### src/rtl/tpu_pkg.sv
// Shared types and defaults for the systolic-array feed path.
// Lane vectors carry one FP16 bit pattern per array row.
package tpu_pkg;

  localparam int ARRAY_N_DEF = 16;
  localparam int DATA_W_DEF  = 16;

  typedef logic [ARRAY_N_DEF-1:0][DATA_W_DEF-1:0] lane_vec_t;

  typedef enum logic [2:0] {
    S_IDLE,
    S_FETCH,
    S_DRAIN,
    S_WAIT,
    S_DONE
  } feed_state_t;

endpackage

### src/rtl/skew_buffer.sv
// Triangular skew bank: lane i delays its input by 1+i cycles.
// Invalid cycles and lanes at or above n shift in zeros.
module skew_buffer
  import tpu_pkg::*;
#(
  parameter int ARRAY_N = ARRAY_N_DEF,
  parameter int DATA_W  = DATA_W_DEF
) (
  input  logic                            clk,
  input  logic                            reset,
  input  logic                            in_vld,
  input  logic [5:0]                      n,
  input  logic [ARRAY_N-1:0][DATA_W-1:0]  din,
  output logic [ARRAY_N-1:0][DATA_W-1:0]  dout
);

  logic [ARRAY_N-1:0] mask;

  always_comb begin
    mask = '0;
    for (int i = 0; i < ARRAY_N; i++) begin
      mask[i] = 32'(i) < {26'd0, n};
    end
  end

  for (genvar i = 0; i < ARRAY_N; i++) begin : g_lane
    logic [DATA_W-1:0] sr_q [i+1];
    logic [DATA_W-1:0] sr_d [i+1];

    always_comb begin
      sr_d[0] = (in_vld && mask[i]) ? din[i] : '0;
      for (int j = 1; j <= i; j++) begin
        sr_d[j] = sr_q[j-1];
      end
    end

    always_ff @(posedge clk) begin
      if (reset) begin
        sr_q <= '{default: '0};
      end else begin
        sr_q <= sr_d;
      end
    end

    assign dout[i] = sr_q[i];
  end

endmodule

### src/rtl/systolic_feed_ctrl.sv
// Job sequencer for one systolic array: fetch A columns, skew them,
// wait for the array result and hand it off over valid/ready.
module systolic_feed_ctrl
  import tpu_pkg::*;
#(
  parameter int ARRAY_N = ARRAY_N_DEF,
  parameter int DATA_W  = DATA_W_DEF,
  parameter int TIMEOUT = 255
) (
  input  logic                            clk,
  input  logic                            reset,
  input  logic                            start,
  input  logic [5:0]                      matrix_N,
  input  logic [ARRAY_N-1:0][DATA_W-1:0]  b_in,
  output logic                            col_rd,
  output logic [5:0]                      col_addr,
  input  logic [ARRAY_N-1:0][DATA_W-1:0]  col_data,
  output logic                            arr_clr,
  output logic                            arr_en,
  output logic [ARRAY_N-1:0][DATA_W-1:0]  arr_a,
  output logic [ARRAY_N-1:0][DATA_W-1:0]  arr_b,
  output logic [5:0]                      arr_N,
  input  logic [ARRAY_N-1:0][DATA_W-1:0]  arr_P,
  input  logic                            arr_ready,
  output logic [ARRAY_N-1:0][DATA_W-1:0]  res,
  output logic                            res_valid,
  input  logic                            res_ready,
  output logic                            busy,
  output logic                            err
);

  localparam int CW = ($clog2(TIMEOUT+1) > 7) ? $clog2(TIMEOUT+1) : 7;

  feed_state_t state_q, state_d;
  logic [CW-1:0] cnt_q, cnt_d;
  logic [5:0] n_q, n_d;
  logic [ARRAY_N-1:0][DATA_W-1:0] b_q, b_d, res_q, res_d;
  logic err_q, err_d;
  logic rd_q;
  logic en_q, en_d;
  logic start_ok, last_fetch, last_drain, tmo;

  always_comb begin
    start_ok   = (matrix_N != '0) && ({26'd0, matrix_N} <= 32'(ARRAY_N));
    last_fetch = cnt_q == (CW'(n_q) - CW'(1));
    last_drain = cnt_q == CW'(n_q);
    tmo        = cnt_q == CW'(TIMEOUT-1);
  end

  always_ff @(posedge clk) begin
    if (reset) begin
      state_q <= S_IDLE;
      cnt_q   <= '0;
      n_q     <= '0;
      b_q     <= '0;
      res_q   <= '0;
      err_q   <= 1'b0;
      rd_q    <= 1'b0;
      en_q    <= 1'b0;
    end else begin
      state_q <= state_d;
      cnt_q   <= cnt_d;
      n_q     <= n_d;
      b_q     <= b_d;
      res_q   <= res_d;
      err_q   <= err_d;
      rd_q    <= col_rd;
      en_q    <= en_d;
    end
  end

  // One shared counter: column index, drain length, then WAIT age.
  always_comb begin
    state_d = state_q;
    cnt_d   = cnt_q;
    n_d     = n_q;
    b_d     = b_q;
    res_d   = res_q;
    err_d   = 1'b0;
    en_d    = en_q | rd_q;
    unique case (state_q)
      S_IDLE: begin
        cnt_d = '0;
        en_d  = 1'b0;
        if (start) begin
          if (start_ok) begin
            n_d     = matrix_N;
            b_d     = b_in;
            state_d = S_FETCH;
          end else begin
            err_d = 1'b1;
          end
        end
      end
      S_FETCH: begin
        if (last_fetch) begin
          cnt_d   = '0;
          state_d = S_DRAIN;
        end else begin
          cnt_d = cnt_q + CW'(1);
        end
      end
      S_DRAIN: begin
        if (last_drain) begin
          cnt_d   = '0;
          state_d = S_WAIT;
        end else begin
          cnt_d = cnt_q + CW'(1);
        end
      end
      S_WAIT: begin
        if (arr_ready) begin
          res_d   = arr_P;
          en_d    = 1'b0;
          state_d = S_DONE;
        end else if (tmo) begin
          err_d   = 1'b1;
          en_d    = 1'b0;
          cnt_d   = '0;
          state_d = S_IDLE;
        end else begin
          cnt_d = cnt_q + CW'(1);
        end
      end
      S_DONE: begin
        en_d = 1'b0;
        if (res_ready) state_d = S_IDLE;
      end
      default: state_d = S_IDLE;
    endcase
  end

  always_comb begin
    busy      = 1'b0;
    col_rd    = 1'b0;
    col_addr  = '0;
    arr_clr   = 1'b0;
    res_valid = 1'b0;
    arr_b     = '0;
    unique case (state_q)
      S_IDLE: ;
      S_FETCH: begin
        busy     = 1'b1;
        col_rd   = 1'b1;
        col_addr = cnt_q[5:0];
        arr_clr  = cnt_q == '0;
        arr_b    = b_q;
      end
      S_DRAIN, S_WAIT: begin
        busy  = 1'b1;
        arr_b = b_q;
      end
      S_DONE: begin
        busy      = 1'b1;
        res_valid = 1'b1;
        arr_b     = b_q;
      end
      default: ;
    endcase
  end

  skew_buffer #(
    .ARRAY_N (ARRAY_N),
    .DATA_W  (DATA_W)
  ) u_skew (
    .clk    (clk),
    .reset  (reset),
    .in_vld (rd_q),
    .n      (n_q),
    .din    (col_data),
    .dout   (arr_a)
  );

  assign arr_en = en_q;
  assign arr_N  = n_q;
  assign res    = res_q;
  assign err    = err_q;

endmodule

### config.mk
export PLATFORM = sky130hd
export DESIGN_NAME = systolic_feed_ctrl
export DESIGN_NICKNAME = d
export VERILOG_FILES = /design/src/rtl/tpu_pkg.sv /design/src/rtl/skew_buffer.sv /design/src/rtl/systolic_feed_ctrl.sv
export SDC_FILE = /design/constraint.sdc
export NUM_CORES = 2
export LEC_CHECK = 0
export CAP_MARGIN = 5
export CORE_AREA = 2 2 610 612
export CTS_CLUSTER_DIAMETER = 100
export DETAILED_ROUTE_END_ITERATION = 10
export DIE_AREA = 0 0 612 614
export DONT_BUFFER_PORTS = 1
export PLACE_DENSITY = 0.39
export SLEW_MARGIN = 20
export SYNTH_ARGS = -nofsm -noshare
export SYNTH_HDL_FRONTEND = slang
export SYNTH_SLANG_ARGS = --single-unit
### constraint.sdc
create_clock -name clk -period 2.7 [get_ports clk]
set_input_delay 0.54 -clock clk [delete_from_list [all_inputs] [get_ports clk]]
set_output_delay 0.54 -clock clk [all_outputs]
set_load 0.005 [all_outputs]
==> out/results.tsv <==
stage	metric	value	unit
power_and_ir_drop	clock share of power	0.487	
run_status	failing checks	setup timing	
logic_synthesis	mux cell area share after synthesis	0	
clock_network	Worst-Skew Late Latency	930	ps
min_path	Hold EP	res[187]	
placed_design	DP Wirelength	270	mm
worst_setup_path	worst r2r src	state_q[2]	
sta	unrepaired setup endpoints after global routing	yes	
logic_synthesis	Synth Area per Inst	10.8	sq um
power_and_ir_drop	worst ir drop on vdd	0.000465	V
global_routing	first-pass GRT wire length	465	mm
sta	post-route minimum period	3000	ps
worst_setup_path	critical path arrival	2460	ps
power_and_ir_drop	NetSw	0.0219	W
worst_setup_path	slowest stage cell, crit path	dfxtp_2	
global_routing	vias in the first global route	50408	
cells_and_area	Final Cell Area	108000	sq um
power_and_ir_drop	total power	0.0917	W
sta	Slew headroom	0.353	
cells_and_area	Final #Nets	9023	
placed_design	port buffer count	0	
logic_synthesis	Main synth FF type	dfxtp_1	
worst_setup_path	Worst Reg-to-Reg Cells	8	
logic_synthesis	post-synth cell types	47	
cells_and_area	Finished Layout Cells	13532	
routing	DRC violations left	0	
worst_setup_path	Critical Path Max Stage Delay	330	ps
cells_and_area	commonest non-fill, non-tap cell in the layout	dfxtp_1	
sta	Final Max Tran Viols	0	
logic_synthesis	largest family of logic cells by synthesized area	simple AND/OR/NAND/NOR gates	
power_and_ir_drop	P_leak	40.5	nW
floorplan	Die X	612	microns
routing	routed len/inst	26.3	microns
cells_and_area	Syn-to-layout area delta	36.7	%
power_and_ir_drop	Flop pwr share	0.443	
worst_setup_path	RR Endpoint	res[178]	
logic_synthesis	synthesized area	78700	sq um
clock_network	CTS tree	done	
min_path	HP Class	in -> reg	
flow_run	Max Cap Viol	0	
cells_and_area	most frequent cells in the layout	2700 x dfxtp_1, 1921 x nor2b_1, 1046 x nand2_1, 763 x dlygate4sd3_1, 527 x a21oi_1	
clock_network	CTS Buffer Depth	4	
clock_network	Num CTS Buffers	323	
sta	period utilization	1.11	
logic_synthesis	syn_nets	8077	
sta	Fmax achieved	0.333	GHz
worst_setup_path	Max FO, Critical Path	7	
placed_design	dpl cell area	86700	sq um
clock_network	Sink Count	2708	
floorplan	Die Y	614	microns
worst_setup_path	Critical Path Sink Type	output pin	
placed_design	GPL Wtd Cong	0.932	
logic_synthesis	#FFs+latches synth	2708	
sta	worst slew pin tran	971	ps
routing	final wirelength	356	mm
clock_network	clk root buf	clkbuf_16	
clock_network	CTS H-tree lvls	5	
run_status	status	complete, but fails checks	
logic_synthesis	Post-Synth XOR/XNOR Area	0.00134	
floorplan	Initial Util	0.212	
power_and_ir_drop	combinational share of power	0.070	
min_path	worst hold start	arr_P[187]	
floorplan	die area	376000	sq um
floorplan	Core ar.	370000	sq um
power_and_ir_drop	PD cells	852	nW/um^2
logic_synthesis	Post-Synth Simple-Gate Area	0.249	
sta	skew final	80.1	ps
power_and_ir_drop	Internal	0.0698	W
cells_and_area	Filler Cell Count	38470	
logic_synthesis	compound-cell area share of the yosys netlist	0.0370	
worst_setup_path	CP Launch Type	flip-flop	
sta	Hold Fails Final Rpt	0	
placed_design	Placed Instances	12068	
sta	final setup vio count	257	
worst_setup_path	Worst EP required	2160	ps
global_routing	initial antenna violation count	224	
placed_design	Setup WS pre-CTS	-2280	ps
floorplan	Cell Rows	224	
logic_synthesis	Adder-Cell Fraction of Synth Area	0.00111	
routing	Vias/cell	3.78	
min_path	Cells on Worst Hold Path	2	
logic_synthesis	Post-synth EDFFs	0	
routing	DRT antenna net count	0	
routing	router iterations before antenna repair	5	
cells_and_area	multi-input logic area	23400	sq um
cells_and_area	Util after Layout	0.291	
global_routing	total track usage	0.182	
clock_network	clock transition at the registers of the reported paths	60	ps
logic_synthesis	cell count after synthesis	7291	
cells_and_area	register area	54200	sq um
global_routing	aggregate global routing overflow	0	
logic_synthesis	synth warn	0	
global_routing	largest net degree at the start of global routing	264	
worst_setup_path	crit path cell chain	nor2_4 -> xnor2_4 -> buf_12 -> buf_16 -> buf_16 -> and2_4 -> buf_12	
logic_synthesis	asr flop ratio synth	0	
routing	total vias in the final route	51198	
power_and_ir_drop	sw frac	0.239	
routing	DRT iter0 DRCs	2613	
worst_setup_path	r2r setup slk	270	ps
floorplan	Ports	1565	
sta	setup ws final	-299	ps
logic_synthesis	Seq/Total Area, Yosys	0.689	
cells_and_area	share of layout cells above drive strength 1	0.129	
worst_setup_path	CP Class	reg -> out	
worst max-delay path by stage:
| stage | from | end | slack [ps] | cells past startpoint |
|---|---|---|---|---|
| after floorplan | arr_N[1] | cnt_q[3] | 530 | 8 |
| after global placement | reset | u_skew.g_lane[12].sr_d[20] | -2740 | 6 |
| after detailed placement | reset | u_skew.g_lane[12].sr_d[48] | -2280 | 9 |
| after CTS | state_q[1] | arr_b[129] | -390 | 7 |
| after global routing | state_q[0] | arr_b[9] | -420 | 7 |
| final | state_q[0] | arr_b[211] | -300 | 7 |
logic make-up (layout without fill, tap and decap cells):
logic type	after synthesis	in the layout
and+or+nand+nor	3547	3547
DFF	2708	2708
AOI/OAI and AO/OA	563	563
buffers and inverters	454	1660
xor gates and xnor gates	12	12
adders and majority gates	7	7
other	0	63
critical path: cells and delay by family, from the launching register on:
family | cells | cell delay [ps]
buffers and inverters | 4 | 670
flip-flops | 1 | 330
XOR/XNOR | 1 | 140
AND/OR/NAND/NOR | 2 | 360
synthesized netlist by cell type (all sizes together) (2+ instances only):
master   instances  area [sq um]
buf             61           305
nand2b           2          12.5
a21oi          531          2660
and2           523          3270
o22ai            3          18.8
nand3b           2          15.0
nand2         1048          3930
inv              8          30.0
ha               7          87.6
nor2            16          60.1
nor4             6          58.8
a31oi            8          50.1
nor3             8          51.3
nor2b         1921         12000
o211ai           5          37.5
dfxtp         2708         54200
xnor2           10          87.6
xor2             2          17.5
a2111oi          2          36.3
or3              3          18.8
or2              3          18.8
nand3            5          25.0
clkbuf         385          1450
o21ai            3          15.0
nand4            4          31.3
nor3b            3          22.5
routing by layer:
metal	track usage	wire length, microns
met4	0.0591	13100
met1	0.199	135000
met5	0	600
met2	0.318	176000
met3	0.0752	31700
repair_timing:
action / in CTS / in global routing
buffers inserted: 11 / 11
pin swaps: 46 / 57
gates resized for setup: 192 / 206
endpoints found under the setup margin: 1824 / 583
cloned: 22 / 10
hold endpoints to repair: 758 / 0
hold buffers: 763 / 0
state kept, by name, summed over array words and instances, names as in the netlist, 3 cells and up:
name,count
state_q,3
u_skew.g_lane.sr_q,16
cnt_q,8
u_skew.dout,240
arr_N,6
b_q,256
res,256
u_skew.g_lane.sr_d,1920
per-stage QoR:
step	hold slack, ps	TNS, ps
final	23.4	-51930
after global routing	-5.33	-84610
after CTS	1.24	-86610
after detailed placement	420	-3047460
after global placement	415	-4114430
after floorplan	414	0
final cells by class:
type                            count  area share
Inverter                            8    0.000279
Tap cell                         4972      0.0578
Sequential cell                  2708       0.504
Clock buffer                      470      0.0875
Clock inverter                    115      0.0147
Timing Repair Buffer             1067       0.116
Multi-Input combinational cell   4129       0.218
Antenna cell                       63     0.00147
power groups by stage:
stage | Combinational, W | Sequential, W | Clock [W]
final | 0.00642 | 0.0406 | 0.0446
after global routing | 0.00684 | 0.0406 | 0.0478
after CTS | 0.00608 | 0.0406 | 0.0463
after detailed placement | 0.00353 | 0.0415 | 0
after global placement | 0.00349 | 0.0415 | 0
after floorplan | 0.00168 | 0.0413 | 0
(Power assumes the default switching activity.)
